`src/rtl/instr_mem_loader.sv`:
```
// instr_mem_loader: writable instruction memory filled from a byte stream, with a combinational fetch port
// Ports:
//   clk, reset          - system clock, synchronous active-high reset (also clears the memory)
//   start               - one-cycle pulse that opens a load session (honoured in IDLE and DONE)
//   s_valid/s_data/s_last/s_ready - byte-stream load handshake; s_last marks the final program byte
//   A, RD               - fetch byte address and the 32-bit word there (zero for unaligned addresses)
//   busy, done, err     - session in progress / session ended / last session overflowed the memory
//   cpu_hold            - processor held off until a load finishes cleanly
//   word_count          - words committed in the current or last session
module instr_mem_loader #(
    parameter int ADDR_W      = 8,
    parameter int DEPTH_WORDS = 64
) (
    input  logic              clk,
    input  logic              reset,
    input  logic              start,
    input  logic              s_valid,
    input  logic [7:0]        s_data,
    input  logic              s_last,
    output logic              s_ready,
    input  logic [ADDR_W-1:0] A,
    output logic [31:0]       RD,
    output logic              busy,
    output logic              done,
    output logic              err,
    output logic              cpu_hold,
    output logic [6:0]        word_count
);
    localparam int IW = ADDR_W - 2;

    typedef enum logic [1:0] {IDLE, LOAD, DONE} state_t;

    state_t      state, state_nx;
    logic [31:0] mem [DEPTH_WORDS];
    logic [1:0]  bidx;
    logic [23:0] abuf;
    logic [6:0]  wcnt;
    logic        err_q;
    logic        accept, commit, full, restart;
    logic [31:0] word;

    // Only bytes below bidx are held in abuf; it is cleared on every commit, so any
    // byte position not yet received reads as zero in the committed word.
    assign accept  = s_valid & s_ready;
    assign commit  = accept & (bidx == 2'd3 | s_last);
    assign full    = wcnt == 7'(DEPTH_WORDS - 1);
    assign restart = start & (state == IDLE | state == DONE);
    assign word    = {8'h0, abuf} | ({24'h0, s_data} << {bidx, 3'b000});

    always_ff @(posedge clk) begin
        if (reset)
            state <= IDLE;
        else
            state <= state_nx;
    end

    always_comb begin
        state_nx = state;
        unique case (state)
            IDLE:    state_nx = start ? LOAD : IDLE;
            LOAD:    state_nx = commit & (s_last | full) ? DONE : LOAD;
            DONE:    state_nx = start ? LOAD : DONE;
            default: state_nx = IDLE;
        endcase
    end

    always_comb begin
        s_ready  = state == LOAD;
        busy     = state == LOAD;
        done     = state == DONE;
        err      = err_q;
        cpu_hold = !(state == DONE && !err_q);
    end

    always_ff @(posedge clk) begin
        if (reset || restart) begin
            bidx  <= '0;
            abuf  <= '0;
            wcnt  <= '0;
            err_q <= 1'b0;
        end else if (commit) begin
            bidx  <= '0;
            abuf  <= '0;
            wcnt  <= wcnt + 7'd1;
            err_q <= ~s_last & full;
        end else if (accept) begin
            bidx  <= bidx + 2'd1;
            abuf  <= word[23:0];
        end
    end

    always_ff @(posedge clk) begin
        if (reset) begin
            for (int i = 0; i < DEPTH_WORDS; i++)
                mem[i] <= '0;
        end else if (commit) begin
            mem[wcnt[IW-1:0]] <= word;
        end
    end

    assign word_count = wcnt;
    assign RD         = A[1:0] == 2'b00 ? mem[A[ADDR_W-1:2]] : 32'h0;
endmodule

```
`config.mk`:
```
export PLATFORM = sky130hd
export DESIGN_NAME = instr_mem_loader
export DESIGN_NICKNAME = d
export VERILOG_FILES = /design/src/rtl/instr_mem_loader.sv
export SDC_FILE = /design/constraint.sdc
export NUM_CORES = 2
export LEC_CHECK = 0
export ABC_AREA = 1
export CAP_MARGIN = 15
export CORE_MARGIN = 2
export CORE_UTILIZATION = 45
export CTS_BUF_LIST = sky130_fd_sc_hd__clkbuf_8
export DETAILED_ROUTE_END_ITERATION = 16
export PLACE_DENSITY = 0.67
export SLEW_MARGIN = 20
export SYNTH_ARGS = -nofsm -noshare
export SYNTH_HDL_FRONTEND = slang
export SYNTH_SLANG_ARGS = --single-unit
```
`constraint.sdc`:
```
create_clock -name clk -period 3.3 [get_ports clk]
set_clock_uncertainty 0.15 [all_clocks]
set_input_delay 0.66 -clock clk [delete_from_list [all_inputs] [get_ports clk]]
set_output_delay 0.66 -clock clk [all_outputs]
set_load 0.05 [all_outputs]
```
==> impl_metrics.env <==
export IMPL_grt_start_max_net_pins=74
export IMPL_fraction_of_final_layout_cells_with_drive_strength_greater_than_1_pct=17.49
export IMPL_design_core_area_sq_mm=0.2052
export IMPL_clockRootBuffer="clkbuf_8"
export IMPL_boundaryPins=65
export IMPL_clock_tree_htree_level_count=5
export IMPL_cts_buffers=348
export IMPL_yosysMostFrequentCell="nand2_1"
export IMPL_postRouteWirelength_mm=302.9
export IMPL_postSynthCellCount=9576
export IMPL_synth_ff_latch_count=2084
export IMPL_p_sw_uw=14750
export IMPL_worst_hold_startpoint="s_last"
export IMPL_hpwlAfterDp_mm=185.2
export IMPL_cts_tree="yes"
export IMPL_sw_frac_of_total_pct=25.50
export IMPL_crit_path_top_delay_cell="nand3_2"
export IMPL_clockBufferDepth=4
export IMPL_worstSetupStartpoint="A[2]"
export IMPL_report_power_total_uw=57850
export IMPL_rr_worst_depth=11
export IMPL_violations_in_the_final_reports="negative setup slack"
export IMPL_r2r_end="mem[15][15]$_SDFFCE_PN0P_"
export IMPL_post_synth_most_frequent_cells="nand2_1, nor2_1, edfxtp_1"
export IMPL_timing_worst_setup_path_type="input port to output pin"
export IMPL_crit_fanout=16
export IMPL_synth_largest_area_cell="edfxtp_1"
export IMPL_regToRegStartpoint="state[0]$_SDFF_PP0_"
export IMPL_peakVddDrop_v=0.0004838
export IMPL_final_max_slew_viol_count=0
export IMPL_power_internal_uw=43100
export IMPL_timing_critical_path_cells="buf_16 > buf_16 > buf_12 > buf_12 > buf_16 > nand2_1 > nand3_1 > nand3_2 > nand3_1 > nand3_2 > nand3_2 > nand2_1 > nor2_4 > buf_12"
export IMPL_report_final_hold_viol_count=0
export IMPL_drt_vias_per_instance=5.771
export IMPL_clk_transition_reported_paths_ns=0.07
export IMPL_dr_total_vias=73850
export IMPL_grt_first_pass_wirelength_mm=443.5
export IMPL_horizontal_die_dimension_um=458.9
export IMPL_power_leakage_uw=0.04135
export IMPL_min_delay_path_class="input port to register"
export IMPL_finish_utilization_pct=54.94
export IMPL_place_congestion=0.9388
export IMPL_layout_nets=9875
export IMPL_min_delay_worst_endpoint="err$_SDFFE_PP0P_"
export IMPL_synth_edf_count=2048
export IMPL_max_frequency_ghz=0.2868
export IMPL_finalCriticalPeriod_ns=3.486
export IMPL_clkPwrFrac_pct=37.0
export IMPL_timing_critical_path_arrival_ns=2.68
export IMPL_clock_sinks=2084
export IMPL_dieArea_sq_mm=0.2106
export IMPL_power_combinational_fraction_pct=10.4
export IMPL_drcViolationCount=0
export IMPL_first_global_vias=70200
export IMPL_power_density_mw_per_mm2=513.1
export IMPL_synth_distinct_cells=27
export IMPL_end_kind="output pin"
export IMPL_yosys_area_top_type_share_pct=66.05
export IMPL_worst_endpoint_required_ns=2.49
export IMPL_syn_area_sq_mm=0.09311
export IMPL_period_share_pct=105.6
export IMPL_worst_stage_delay_on_the_critical_path_ns=0.18
export IMPL_synth_main_ff_cell="edfxtp_1"
export IMPL_synthToLayoutAreaGrowth_pct=21.09
export IMPL_cap_viol_max_count=0
export IMPL_fin_setup_tns_ns=-3.924
export IMPL_postSynthAreaPerCell_sq_um=9.723
export IMPL_result_of_the_run="finished with violations"
export IMPL_grt_setup_unrepaired="yes"
export IMPL_grt_overflow=0
export IMPL_ys_top_cells_by_area="edfxtp_1, nand2_1, nand3_1, nor2_1, clkbuf_1"
export IMPL_groute_usage_overall_pct=27.94
export IMPL_post_drt_wl_per_cell_um=23.67
export IMPL_insertion_delay_ns=1.09
export IMPL_detail_route_antenna_nets=0
export IMPL_min_path_cells=2
export IMPL_number_of_endpoints_failing_setup_at_the_final_stage=32
export IMPL_postLayoutSetupSlackWorst_ns=-0.1864
export IMPL_initial_core_util_pct=45.37
export IMPL_detailedRoute_firstIterationViolations=9346
export IMPL_worst_slew_margin_rel_pct=29.57
export IMPL_die_height_um=458.9
export IMPL_antenna_found_initial=3
export IMPL_type_of_origin_of_the_critical_path="input port"
export IMPL_asyncSetResetFlopFracSynth_pct=0
export IMPL_synth_yosys_seq_area_share_pct=66.82
export IMPL_max_slew_worst_pin_slew_ns=1.057
export IMPL_regToRegSetupSlack_ns=0.47
export IMPL_ys_warn_count=0
export IMPL_port_buffers=64
export IMPL_pwr_share_seq_pct=52.6
export IMPL_drt_pass1_iter_count=6
export IMPL_synth_fp_nets=9599
export IMPL_fp_row_count=166
-- power groups by stage --
stage,Combinational (uW),Clock (uW),Sequential (uW)
after floorplan,2730,0,30900
after global placement,5240,0,30900
after detailed placement,5300,0,31000
after CTS,5660,21500,30400
after global routing,6340,22600,30500
final,6030,21400,30400
-- layout make-up --
| class | count | area [sq um] |
|---|---|---|
| Antenna cell | 5 | 12.51 |
| Clock buffer | 358 | 4927 |
| Clock inverter | 243 | 1301 |
| Fill cell | 17050 | 92460 |
| Inverter | 50 | 251.5 |
| Multi-Input combinational cell | 6588 | 30330 |
| Sequential cell | 2084 | 62220 |
| Tap cell | 2688 | 3363 |
| Timing Repair Buffer | 780 | 10350 |
-- sequential cells by signal (all words and copies together), names as in the netlist --
register and count:
state 2, word_count 7, bidx 2, abuf 24, mem 2048, err 1
-- how the worst max path moves through the flow --
stage / endpoint / cells past startpoint
after floorplan: RD[31] / 13
after global placement: RD[31] / 14
after detailed placement: RD[31] / 14
after CTS: RD[22] / 11
after global routing: RD[28] / 10
final: RD[2] / 14
-- stage by stage --
stage | std cells | setup WS [ns] | hold slack, ns | cell area (sq um)
after floorplan | 9576 | -0.02285 | 0.2793 | 93470
after global placement | 12140 | -0.4532 | 0.2897 | 102800
after detailed placement | 12140 | -0.4458 | 0.2988 | 102800
after CTS | 12760 | -0.2403 | 0.03144 | 111000
after global routing | 12790 | -0.2482 | 0.08863 | 112700
final | 12800 | -0.1864 | 0.1102 | 112800
-- layer usage --
layer  global-route usage, %  routed length (um)  vias to the layer above
met5                       0                   8                        -
met4                   15.61               17470                        2
met3                   5.090               33080                      707
met2                   43.76              140600                     4670
met1                   36.84              111800                    35680
li1                        -                   -                    32790
-- cells in the final DEF, fill, tap and decap left out, drive strengths merged --
| cell type | n |
|---|---|
| nand2 | 2459 |
| nor2 | 2178 |
| edfxtp | 2048 |
| nand3 | 1778 |
| buf | 736 |
| clkbuf | 373 |
| clkinv | 141 |
| inv | 135 |
| a21oi | 64 |
| dfxtp | 36 |
| nor3 | 36 |
| o21ai | 30 |
| or2 | 16 |
| clkdlybuf4s50 | 16 |
| o22ai | 13 |
| bufinv | 12 |
| dlygate4sd2 | 9 |
| nor4 | 7 |
| diode | 5 |
| clkinvlp | 5 |
| bufbuf | 3 |
| a31oi | 3 |
| ha | 2 |
| a21boi | 1 |
| o32ai | 1 |
| dlymetal6s2s | 1 |
-- critical path, delay by kind of cell --
kind	cells	cell delay, ns
AND/OR/NAND/NOR	8	1.10
buffers and inverters	6	0.90
-- logic make-up (layout without fill, tap and decap cells) --
| kind of cell | after synthesis | in the layout | share of synthesized area [%] |
|---|---|---|---|
| compound gates | 112 | 112 | 0.6343 |
| simple gates | 6474 | 6474 | 28.69 |
| flops | 2084 | 2084 | 66.82 |
| other cells | 0 | 5 | 0 |
| fa+ha+maj | 2 | 2 | 0.02687 |
| buf+inv | 904 | 1431 | 3.831 |
-- timing repair --
| item | in CTS | in global routing |
|---|---|---|
| gates resized for setup | 403 | 259 |
| hold buffers | 0 | 0 |
| pin swaps | 112 | 160 |
| endpoints found under the setup margin | 41 | 33 |
| cloned | 10 | 15 |
| buffers inserted | 12 | 27 |
Power figures use the tool's default switching activity.
